[src/rtl/incdec_pkg.sv]
// Shared definitions for the bounded inc/dec counter: overflow policies,
// the operation code and the control decode.
package incdec_pkg;

  localparam int MODE_WRAP    = 0;
  localparam int MODE_SAT     = 1;
  localparam int MODE_RESTART = 2;

  typedef enum logic [1:0] {
    OP_HOLD = 2'd0,
    OP_LOAD = 2'd1,
    OP_INC  = 2'd2,
    OP_DEC  = 2'd3
  } op_t;

  // load outranks inc/dec; inc and dec together cancel to a hold
  function automatic op_t decode_op(input logic enable, input logic load,
                                    input logic inc, input logic dec);
    if (!enable)       return OP_HOLD;
    if (load)          return OP_LOAD;
    if (inc && !dec)   return OP_INC;
    if (dec && !inc)   return OP_DEC;
    return OP_HOLD;
  endfunction

endpackage

[src/rtl/incdec_counter_bounded_if.sv]
// Control/status bundle of the bounded counter; the controller side is the
// master, the counter itself is the slave.
interface incdec_counter_bounded_if #(parameter int width = 32);
  logic             enable;
  logic             load;
  logic             inc;
  logic             dec;
  logic [width-1:0] i0;
  logic [width-1:0] lo;
  logic [width-1:0] hi;
  logic             clr_flags;
  logic [width-1:0] o0;
  logic             at_lo;
  logic             at_hi;
  logic             ovf;
  logic             unf;
  logic             wrap_pulse;

  modport master (
    output enable, load, inc, dec, i0, lo, hi, clr_flags,
    input  o0, at_lo, at_hi, ovf, unf, wrap_pulse
  );

  modport slave (
    input  enable, load, inc, dec, i0, lo, hi, clr_flags,
    output o0, at_lo, at_hi, ovf, unf, wrap_pulse
  );
endinterface

[src/rtl/incdec_bound_step.sv]
// Combinational next-count calculation for one operation, applying the
// selected overflow policy and reporting overflow/underflow events.
module incdec_bound_step
  import incdec_pkg::*;
#(
  parameter int              width   = 32,
  parameter longint unsigned countby = 1,
  parameter int              mode    = MODE_WRAP
) (
  input  op_t              op,
  input  logic [width-1:0] count,
  input  logic [width-1:0] i0,
  input  logic [width-1:0] lo,
  input  logic [width-1:0] hi,
  output logic [width-1:0] next_count,
  output logic             ovf_evt,
  output logic             unf_evt
);

  localparam logic [width-1:0] STEP = countby[width-1:0];

  logic [width:0]   sum;
  logic [width-1:0] diff;
  logic             borrow;
  logic             bounds_ok;
  logic             above_hi;
  logic             below_lo;

  always_comb begin
    sum       = {1'b0, count} + {1'b0, STEP};
    diff      = count - STEP;
    borrow    = (count < STEP);
    bounds_ok = (lo <= hi);
    above_hi  = (sum > {1'b0, hi});
    below_lo  = borrow || (diff < lo);

    next_count = count;
    ovf_evt    = 1'b0;
    unf_evt    = 1'b0;

    case (op)
      OP_LOAD: begin
        // inverted bounds give no usable range, so the value goes in as-is
        if (mode == MODE_WRAP || !bounds_ok) next_count = i0;
        else if (i0 < lo)                    next_count = lo;
        else if (i0 > hi)                    next_count = hi;
        else                                 next_count = i0;
      end
      OP_INC: begin
        if (mode == MODE_WRAP) begin
          next_count = sum[width-1:0];
          ovf_evt    = sum[width];
        end else if (bounds_ok) begin
          if (above_hi) begin
            next_count = (mode == MODE_SAT) ? hi : lo;
            ovf_evt    = 1'b1;
          end else begin
            next_count = sum[width-1:0];
          end
        end
      end
      OP_DEC: begin
        if (mode == MODE_WRAP) begin
          next_count = diff;
          unf_evt    = borrow;
        end else if (bounds_ok) begin
          if (below_lo) begin
            next_count = (mode == MODE_SAT) ? lo : hi;
            unf_evt    = 1'b1;
          end else begin
            next_count = diff;
          end
        end
      end
      default: ;
    endcase
  end

endmodule

[src/rtl/incdec_counter_bounded.sv]
// Bounded inc/dec counter: count register, sticky ovf/unf flags and a
// one-cycle wrap pulse around the combinational step logic.
module incdec_counter_bounded
  import incdec_pkg::*;
#(
  parameter int              width   = 32,
  parameter longint unsigned countby = 1,
  parameter int              mode    = MODE_WRAP
) (
  input logic                      clk,
  input logic                      reset,
  incdec_counter_bounded_if.slave  bus
);

  op_t              op;
  logic [width-1:0] count_q;
  logic [width-1:0] next_count;
  logic             ovf_evt;
  logic             unf_evt;
  logic             ovf_q;
  logic             unf_q;
  logic             wrap_q;

  assign op = decode_op(bus.enable, bus.load, bus.inc, bus.dec);

  incdec_bound_step #(
    .width   (width),
    .countby (countby),
    .mode    (mode)
  ) u_step (
    .op         (op),
    .count      (count_q),
    .i0         (bus.i0),
    .lo         (bus.lo),
    .hi         (bus.hi),
    .next_count (next_count),
    .ovf_evt    (ovf_evt),
    .unf_evt    (unf_evt)
  );

  // a fresh event outranks a coincident clear so it is never lost
  always_ff @(posedge clk or negedge reset) begin
    if (!reset) begin
      count_q <= '0;
      ovf_q   <= 1'b0;
      unf_q   <= 1'b0;
      wrap_q  <= 1'b0;
    end else begin
      count_q <= next_count;
      ovf_q   <= ovf_evt | (ovf_q & ~bus.clr_flags);
      unf_q   <= unf_evt | (unf_q & ~bus.clr_flags);
      wrap_q  <= ovf_evt | unf_evt;
    end
  end

  assign bus.o0         = count_q;
  assign bus.at_lo      = (count_q == bus.lo);
  assign bus.at_hi      = (count_q == bus.hi);
  assign bus.ovf        = ovf_q;
  assign bus.unf        = unf_q;
  assign bus.wrap_pulse = wrap_q;

endmodule

[src/flat_wrapper.sv]
// flat-port wrapper written by rule: the top's interface ports become plain ports
module incdec_counter_bounded_flat import incdec_pkg::*;
#(
  parameter int              width   = 32,
  parameter longint unsigned countby = 1,
  parameter int              mode    = MODE_WRAP
)
  (clk, reset, bus_enable, bus_load, bus_inc, bus_dec, bus_i0, bus_lo, bus_hi, bus_clr_flags, bus_o0, bus_at_lo, bus_at_hi, bus_ovf, bus_unf, bus_wrap_pulse);
  incdec_counter_bounded_if #(.width(width)) bus_i ();
  input logic clk;
  input logic reset;
  input wire logic [$bits(bus_i.enable)-1:0] bus_enable;
  input wire logic [$bits(bus_i.load)-1:0] bus_load;
  input wire logic [$bits(bus_i.inc)-1:0] bus_inc;
  input wire logic [$bits(bus_i.dec)-1:0] bus_dec;
  input wire logic [$bits(bus_i.i0)-1:0] bus_i0;
  input wire logic [$bits(bus_i.lo)-1:0] bus_lo;
  input wire logic [$bits(bus_i.hi)-1:0] bus_hi;
  input wire logic [$bits(bus_i.clr_flags)-1:0] bus_clr_flags;
  output wire logic [$bits(bus_i.o0)-1:0] bus_o0;
  output wire logic [$bits(bus_i.at_lo)-1:0] bus_at_lo;
  output wire logic [$bits(bus_i.at_hi)-1:0] bus_at_hi;
  output wire logic [$bits(bus_i.ovf)-1:0] bus_ovf;
  output wire logic [$bits(bus_i.unf)-1:0] bus_unf;
  output wire logic [$bits(bus_i.wrap_pulse)-1:0] bus_wrap_pulse;
  assign bus_i.enable = bus_enable;
  assign bus_i.load = bus_load;
  assign bus_i.inc = bus_inc;
  assign bus_i.dec = bus_dec;
  assign bus_i.i0 = bus_i0;
  assign bus_i.lo = bus_lo;
  assign bus_i.hi = bus_hi;
  assign bus_i.clr_flags = bus_clr_flags;
  assign bus_o0 = bus_i.o0;
  assign bus_at_lo = bus_i.at_lo;
  assign bus_at_hi = bus_i.at_hi;
  assign bus_ovf = bus_i.ovf;
  assign bus_unf = bus_i.unf;
  assign bus_wrap_pulse = bus_i.wrap_pulse;
  incdec_counter_bounded #(.width(width), .countby(countby), .mode(mode)) u_core (.clk(clk), .reset(reset), .bus(bus_i));
endmodule
[config.mk]
export PLATFORM = sky130hd
export DESIGN_NAME = incdec_counter_bounded_flat
export DESIGN_NICKNAME = d
export VERILOG_FILES = /design/src/rtl/incdec_pkg.sv /design/src/rtl/incdec_counter_bounded_if.sv /design/src/rtl/incdec_bound_step.sv /design/src/rtl/incdec_counter_bounded.sv /design/src/flat_wrapper.sv
export SDC_FILE = /design/constraint.sdc
export NUM_CORES = 1
export LEC_CHECK = 0
export CAP_MARGIN = 20
export CORE_AREA = 2 2 96 98
export DETAILED_ROUTE_END_ITERATION = 8
export DIE_AREA = 0 0 98 100
export MAX_ROUTING_LAYER = met4
export PLACE_DENSITY = 0.79
export SLEW_MARGIN = 30
export SYNTH_ARGS = -nofsm -noshare
export SYNTH_HDL_FRONTEND = slang
export SYNTH_HIERARCHICAL = 1
export SYNTH_SLANG_ARGS = --single-unit
[constraint.sdc]
create_clock -name clk -period 2.7 [get_ports clk]
set_input_delay 0.27 -clock clk [delete_from_list [all_inputs] [get_ports clk]]
set_output_delay 0.27 -clock clk [all_outputs]
set_load 0.05 [all_outputs]
# After elaboration in Yosys (flattened, before gate mapping)
# Index checks and enable logic that the tools add are counted.
[op_classes]
add_sub_neg = 2
magnitude_cmp = 1
n_eq_ne = 5
muxes = 20
bitwise_logic = 6
reduce_logical = 5
[ops]
columns = ["cell", "count"]
rows = [
  ["32-bit one-hot mux with 3 select lines", 1],
  ["32-bit == test", 2],
  ["32-bit by 1-bit adder with 33-bit output, second input constant", 1],
  ["32-bit by 1-bit less-than comparator with 1-bit output, second input constant", 1],
  ["32-bit by 1-bit subtractor with 32-bit output, second input constant", 1],
  ["2-bit 2-to-1 mux", 8],
  ["1-bit 2-to-1 mux", 11],
  ["2-bit == test, second input constant", 2],
  ["1-bit bitwise OR", 3],
  ["3-bit nonzero test", 1],
  ["1-bit AND", 2],
  ["2-bit by 1-bit == test with 1-bit output, second input constant", 1],
  ["1-bit logical AND", 2],
  ["1-bit zero test", 2],
  ["1-bit NOT", 1],
]
[totals]
register_bits = 35
in_bits = 103
output_inout_bits = 37

# Depth between registers and ports, before layout
# Gate-level depths: netlist of run 1.
[depth]
word_depth = 15
depth_mapped = 10
mapped_depth_nobuf = 8

# Modules after synthesis
# The synthesis of run 1 kept the hierarchy.
[modules_own_cells]
columns = ["module", "instances", "cells_per_inst", "area_each_um2", "seq_area_each_um2"]
rows = [
  ["incdec_bound_step", 1, 366, 2354.8, 0.0],
  ["incdec_counter_bounded", 1, 129, 1625.3, 875.8],
]

# Worst setup path after synthesis of run 1
# No wires, ideal clock.
[synth_path]
path_kind = "register to register"
start = "reg u_core.count_q[8] (netlist: u_core/bus.o0[8])"
end = "reg u_core.count_q[22] (netlist: u_core/bus.o0[22])"
setup_time_ps = 139
t_arrival_ps = 2365
t_required_ps = 2561
setup_slack_ps = 195
path_stages_with_launch = 9
period_less_slack_ps = 2505
cell_sequence = "dfrtp_1 > buf_4 > nand4_2 > or3_1 > buf_2 > buf_2 > nor4_2 > mux2i_1 > o211ai_1"
[synth_between]
elab_chain_len = 2
elab_cells_between_ends = 3
classes_between = "add/sub: 2; mux: 1"
[synth_rtl]
columns = ["element", "line_no", "rtl"]
rows = [
  ["from (decl)", "incdec_counter_bounded.sv:16", "logic [width-1:0] count_q;"],
  ["from (signal assigned)", "incdec_counter_bounded.sv:49", "count_q <= next_count;"],
  ["32-bit by 1-bit subtractor with 32-bit output or 32-bit by 1-bit adder with 33-bit output (tied branches)", "incdec_bound_step.sv:31, incdec_bound_step.sv:30", ""],
  ["32-bit one-hot mux with 3 select lines *", "incdec_bound_step.sv:41", "case (op)"],
  ["via u_core.next_count[22]", "incdec_counter_bounded.sv:17", "logic [width-1:0] next_count;"],
]
# Mark *: on every way through the listed nets, which the timed path passes. The rest lies on a longest branch.
# A chain may end at the register's enable or synchronous reset.

# Final worst setup path of run 1
[layout_path]
start = "reg u_core.count_q[22] (netlist: u_core/bus.o0[22])"
end = "out bus_at_hi"
[layout_between]
elab_chain_len = 1
[layout_rtl]
columns = ["element", "line_no", "rtl"]
rows = [
  ["32-bit == test", "incdec_counter_bounded.sv:58", "assign bus.at_hi = (count_q == bus.hi);"],
  ["to (decl)", "flat_wrapper.sv:22", "output wire logic [$bits(bus_i.at_hi)-1:0] bus_at_hi;"],
]
# Every way passes these cells.

==> metrics.cfg, run 1 <==
[logic_synthesis]
synth_cell_type_count=74
synthTopCellsByArea=dfrtp_1, xor2_1, nor4_1
ys_warn_count=6
async_flop_share_pct=100
ys_seq_elements=35
synth_edf_count=0
syn_avg_cell_area_um2=8.04
syn-instance-count=495
syn_area_mm2=0.00398
synth_top_area_cell=dfrtp_1
synth_nets=601
ys.flop_type=dfrtp_1
synth.top_cell.area_share_pct=22.0
ys_seq_area_share_pct=22.0

[setup_path]
crit_family=simple AND/OR/NAND/NOR gates
required_ps=2430
r2r_cells=5
path_class=reg -> out
cp_slowest_cell=dfrtp_1
cp.buffers_inverters=1
critical_path_depth=5
slowest_delay_ps=680
critPathMaxFanout=9
crit_arrival_ps=2260
cp-start-kind=flop
r2r_slack_ps=290
endpoint_kind=output port
crit_chain=xor2_1 > nor4_1 > nand4_1 > nor2_1 > buf_12

[floorplan]
initial_core_util_pct=44.8
die_h_um=100
ios=140
core_mm2=0.00889
die_area_mm2=0.00980
row_count=35
die_w_um=98

[global_routing]
grt_pass1_wl_um=22900
grt_pass1_vias=4595
grt_overflow=0
grt.total_usage_pct=29.8
grt_max_degree=64
grt_antenna_before_repair=0

[place]
hpwl_um=10800
io_buffers=139
gp_congestion=0.947

[timing]
max_slew_margin_pct=63.2
period_minus_slack_ps=2530
fmax_mhz=396
rsz0062_at_grt=false
finalSetupTns_ps=0
tightest_slew_ps=547
clock_skew_ps=14.0
finalSetupViolCount=0
finalHoldViolCount=0
maxSlewViolCount=0
whs_ps=420
period_share_pct=93.5

[pwr]
p_per_area_mw_per_mm2=479
irDropWorstVdd_mv=0.259
p_leak_nw=2.14
total_power_mw=2.74

[clock_tree]
cts_hold_buf=0
worstSkewPairLatency_ps=300
numCtsBuffers=5
cts_root_buffer=clkbuf_8
cts_setup_buffers=0
clk_pin_slew_ps=80
cts.sinks=35
cts_max_path_buffers=2
cts-resized-gates=0
cts_tree=built
h-tree-depth=2

[status]
status=finished, final reports clean

[detailed_routing]
drt-initial-drc-count=412
dr.pass1.iters=5
via_per_inst=6.21
dr_total_vias=4658
ant_nets=0
routed_wl_um=14300
wl_per_cell_um=19.1
drc=0

[job]
cap_violations=0

[cells_and_area]
nets=744
antenna_cells=0
drive_gt1_share_pct=12.1
final_util_pct=64.5
area_delta_synth_final_pct=44.0

[worst_hold_path]
hp-class=in -> async

==> cell families (layout without fill, tap and decap cells) <==
group | after synthesis | count (layout) | synth area share [%]
AOI/OAI and AO/OA | 96 | 96 | 17.2
xor gates and xnor gates | 86 | 86 | 18.9
adders and majority gates | 3 | 3 | 0.943
buffers and inverters | 52 | 196 | 6.60
DFF | 35 | 35 | 22.0
muxes | 15 | 15 | 4.21
and+or+nand+nor | 208 | 208 | 30.1
==> final timing paths <==
kind,start,endpoint
max,u_core/bus.o0[22],bus_at_hi
min reg2reg,u_core/bus.unf,u_core/bus.unf
min in group clk,u_core/bus.unf,u_core/bus.unf
max in group asynchronous,reset,u_core/bus.o0[4]
min,reset,u_core/bus.o0[3]
max reg2reg,u_core/bus.o0[7],u_core/bus.o0[29]
==> flip-flops by register name, indices dropped and copies added, names as in the netlist <==
register / count
u_core/bus.o0: 32
u_core/bus.ovf: 1
u_core/bus.unf: 1
u_core/bus.wrap_pulse: 1
==> cells in the mapped netlist, types with 3 or more instances <==
| cell type | n |
|---|---|
| xnor2_1 | 8 |
| nor4_2 | 4 |
| ha_1 | 3 |
| buf_6 | 7 |
| clkbuf_1 | 19 |
| a211oi_1 | 6 |
| xor2_1 | 78 |
| nor3b_1 | 3 |
| nor2_1 | 32 |
| o22ai_1 | 3 |
| a21oi_1 | 22 |
| o41ai_1 | 5 |
| mux2_2 | 4 |
| nor2b_1 | 11 |
| nand2_1 | 35 |
| buf_1 | 7 |
| inv_1 | 9 |
| or3_1 | 5 |
| nand4_1 | 22 |
| or4_4 | 3 |
| o21ai_0 | 10 |
| dfrtp_1 | 35 |
| a31oi_1 | 6 |
| a32oi_1 | 3 |
| nor3_1 | 15 |
| or2_2 | 4 |
| o211ai_1 | 5 |
| nand3_1 | 20 |
| a21o_1 | 4 |
| buf_2 | 8 |
| and3_1 | 5 |
| nor4_1 | 27 |
| o31ai_1 | 4 |
| mux2i_1 | 10 |
==> per-stage QoR <==
stage          instance area, um^2  setup slack [ps]  std cells
6_report                      5730               175        750
5_1_grt                       5730              64.7        750
4_1_cts                       5730               233        750
3_5_place_dp                  5620              91.7        742
3_3_place_gp                  5620               124        742
2_1_floorplan                 3980               195        495
==> cells in the final DEF, fill, tap and decap left out, types with 3 or more instances in the layout <==
cell,count
clkdlybuf4s50_1,137
xor2_1,78
buf_4,39
dfrtp_1,35
nand2_1,35
nor2_1,32
nor4_1,27
nand4_1,22
a21oi_1,22
nand3_1,20
nor3_1,15
nor2b_1,11
o21ai_0,10
mux2i_1,10
inv_1,9
xnor2_1,8
a31oi_1,6
a211oi_1,6
clkbuf_8,5
or3_1,5
o41ai_1,5
o211ai_1,5
and3_1,5
or2_2,4
a21o_1,4
nor4_2,4
mux2_2,4
o31ai_1,4
buf_12,3
ha_1,3
o22ai_1,3
or4_4,3
a32oi_1,3
==> routing by layer <==
metal / track usage, % / vias up / wire length [um] / part of all wire [%]
met3: 4.25 / 48 / 1310 / 9.1
met4: 11.6 / 0 / 461 / 3.2
li1: - / 2109 / - / -
met1: 36.5 / 2208 / 5830 / 41
met5: - / - / 0 / 0
met2: 49.8 / 293 / 6740 / 47
==> worst reg2reg max path: cells and delay by family, from the launching register on <==
family,cells,cell delay (ps)
flops,1,660
simple gates,3,1210
compound gates,2,430
==> area by class of cell <==
class | instances | area, um^2
Clock buffer | 5 | 68.8
Clock inverter | 3 | 43.8
Fill cell | 796 | 3160
Inverter | 9 | 33.8
Multi-Input combinational cell | 408 | 2850
Sequential cell | 35 | 876
Tap cell | 111 | 139
Timing Repair Buffer | 179 | 1720
==> report_power, final <==
group	total [mW]	internal [mW]	leakage, nW	switching (mW)
combinational	1.47	0.633	1.66	0.834
clock	0.497	0.275	0.0581	0.222
sequential	0.780	0.601	0.422	0.180
Power figures use the tool's default switching activity.
==> run 2: changes to the inputs <==
--- a/config.mk
+++ b/config.mk
@@ -6,11 +6,12 @@
 export NUM_CORES = 1
 export LEC_CHECK = 0
 export CAP_MARGIN = 20
-export CORE_AREA = 2 2 96 98
+export CORE_AREA = 2 2 101 103
 export DETAILED_ROUTE_END_ITERATION = 8
-export DIE_AREA = 0 0 98 100
+export DIE_AREA = 0 0 103 105
+export HOLD_SLACK_MARGIN = 0.12
 export MAX_ROUTING_LAYER = met4
-export PLACE_DENSITY = 0.79
+export PLACE_DENSITY = 0.75
 export SLEW_MARGIN = 30
 export SYNTH_ARGS = -nofsm -noshare
 export SYNTH_HDL_FRONTEND = slang
==> constraint.sdc (replaced) <==
create_clock -name clk -period 2.2 [get_ports clk]
set_input_delay 0.22 -clock clk [delete_from_list [all_inputs] [get_ports clk]]
set_output_delay 0.22 -clock clk [all_outputs]
set_load 0.05 [all_outputs]
==> run 2 against run 1 <==
  * Power increased by 30%
  * First-iteration DRC count increased by 25%
  * Die area rose by 10%
  * The flow now finishes with violations (negative setup slack)
  * Largest cell class unchanged
  * Largest power group unchanged
  * Wire length grew 11%
==> metrics.cfg, run 2 (synthesized netlist as in run 1, its figures left out) <==
[setup_path]
cp-start-kind=flop
endpoint_kind=output port
rr_startpoint=u_core/bus.o0[0]
path_class=reg -> out
crit_arrival_ps=2020  ; -240 ps
crit_start=u_core/bus.o0[23]
required_ps=1980  ; -450 ps
critPathMaxFanout=5  ; -4

[place]
dp_slack_ps=-313  ; -405 ps
gp_congestion=0.965  ; +1.9%
io_buffers=139  ; unchanged
hpwl_um=12100  ; +12%

[timing]
max_slew_margin_pct=64.8  ; +1.6 points
worst_slack_ps=-44.2  ; -219 ps
clock_skew_ps=6.77  ; -7.21 ps
finalHoldViolCount=0  ; unchanged
maxSlewViolCount=0  ; unchanged
tightest_slew_ps=526  ; -21.0 ps
period_share_pct=102
fmax_mhz=446
finalSetupViolCount=2  ; +2
rsz0062_at_grt=true
period_minus_slack_ps=2240
whs_ps=355  ; -64.2 ps

[pwr]
irDropWorstVdd_mv=0.304  ; +17%
p_per_area_mw_per_mm2=550  ; +15%
p_sw_share_pct=45.6  ; +0.56 points
power_frac_comb_pct=60.2  ; +6.7 points
pwr-share-clk_pct=13.7  ; -4.4 points
p_leak_nw=2.49  ; +16%
p_int_mw=1.94  ; +29%
power.switching_mw=1.63  ; +32%
seqPwrFrac_pct=26.1  ; -2.3 points

[clock_tree]
h-tree-depth=2  ; unchanged
clk_pin_slew_ps=80  ; about the same
cts_root_buffer=clkbuf_8
cts_max_path_buffers=2  ; unchanged
cts.sinks=35  ; unchanged
cts_tree=built
worstSkewPairLatency_ps=300  ; about the same
numCtsBuffers=5  ; unchanged

[detailed_routing]
wl_per_cell_um=19.1  ; -0.12%
ant_nets=0  ; unchanged
dr.pass1.iters=6  ; +1
routed_wl_um=16000  ; +11%
via_per_inst=5.82  ; -6.2%
drt-initial-drc-count=516  ; +25%
dr_total_vias=4875  ; +4.7%
drc=0  ; unchanged

[global_routing]
grt_pass1_wl_um=23800  ; +3.9%
grt_pass1_vias=4703  ; +2.4%
grt_overflow=0  ; unchanged
grt.total_usage_pct=29.1  ; -0.72 points
grt_max_degree=36  ; -44%
grt_antenna_before_repair=0  ; unchanged

[floorplan]
die_w_um=103  ; +5.1%
row_count=36  ; +2.9%
die_h_um=105  ; +5.0%
initial_core_util_pct=41.3  ; -3.5 points
core_mm2=0.00964  ; +8.4%
ios=140  ; unchanged
die_area_mm2=0.0108  ; +10%

[status]
status=finished with violations
violations=negative setup slack

[cells_and_area]
nFillCells=811  ; +1.9%
largest_register_ffs=32  ; unchanged
area_delta_synth_final_pct=63.1
nets=809  ; +8.7%
drive_gt1_share_pct=28.3  ; +16 points
layout_commonest_cell=clkdlybuf4s50_1
antenna_cells=0  ; unchanged
final_util_pct=67.3  ; +2.8 points
final_cell_mix=clkdlybuf4s50_1, buf_4, xor2_1

[job]
cap_violations=0  ; unchanged

[worst_hold_path]
hp-class=in -> async

-- run 2: changes by cell type in the layout (fill, tap and decap cells not counted), sizes merged --
cell / change
clkinv: -1
clkbuf: +2
dlymetal6s2s: +1
buf: +65
bufinv: -1
clkdlybuf4s50: -1
-- run 2: per-layer routing --
| layer | vias to the layer above | GRT usage (%) | wire, um | share of wire (%) |
|---|---|---|---|---|
| met5 | - | - | 0 | 0 |
| met4 | 0 | 10.9 | 542 | 3.4 |
| met3 | 40 | 5.28 | 1350 | 8.5 |
| met2 | 266 | 46.5 | 7570 | 47 |
| met1 | 2330 | 36.2 | 6520 | 41 |
| li1 | 2239 | - | - | - |
-- run 2: what timing repair did --
| item | 4_1_cts | 5_1_grt |
|---|---|---|
| endpoints found under the setup margin | 5 | 20 |
| gates resized for setup | 12 | 34 |
| setup buffers | 4 | 13 |
| pin swaps | 10 | 18 |
| gates cloned | 0 | 0 |
| hold buffers | 0 | 0 |
-- run 2: worst paths after layout --
kind	end	slack (ps)	cells after the start
worst max-delay path	bus_at_lo	-40	6
worst min-delay path	u_core/bus.o0[0]	360	2
worst max register to register	u_core/bus.o0[6]	30	8
worst min register to register	u_core/bus.unf	480	1
max in group asynchronous	u_core/bus.o0[17]	1460	2
min in group clk	u_core/bus.o0[20]	480	3
-- run 2: power by group through the flow --
stage               Combinational, mW  Clock, mW  Sequential (mW)
floorplan                       0.814          0             1.30
global placement                 1.92          0            0.950
detailed placement               1.96          0            0.958
CTS                              2.03      0.494            0.939
global route                     2.29      0.524            0.946
finish                           2.15      0.489            0.931
-- run 2: final cells by class --
class / count / area [um^2] / share of cell area [%]
clock buffer: 7 / 76.3 / 1.18
clock inverter: 1 / 5.00 / 0.0771
inverter: 9 / 36.3 / 0.559
multi-input combinational: 408 / 3070 / 47.3
sequential: 35 / 911 / 14.0
tap: 133 / 166 / 2.56
timing repair buffer: 244 / 2220 / 34.2
-- run 2: per-stage QoR --
stage	TNS (ps)	cell area [um^2]	total power, mW	cells
final	-67.9	6490	3.57	837
after global routing	-280	6490	3.76	837
after CTS	-20.5	6240	3.46	824
after detailed placement	-3730	6080	2.92	812
after global placement	-2460	6080	2.87	812
after floorplan	-56.5	4120	2.11	495
-- run 2: critical path, cell delays in order, from the launching register on --
cell,delay (ps)
dfrtp_2,490
xor2_2,180
nor4_4,330
buf_4,160
nand4_1,200
nor2_2,220
buf_12,150
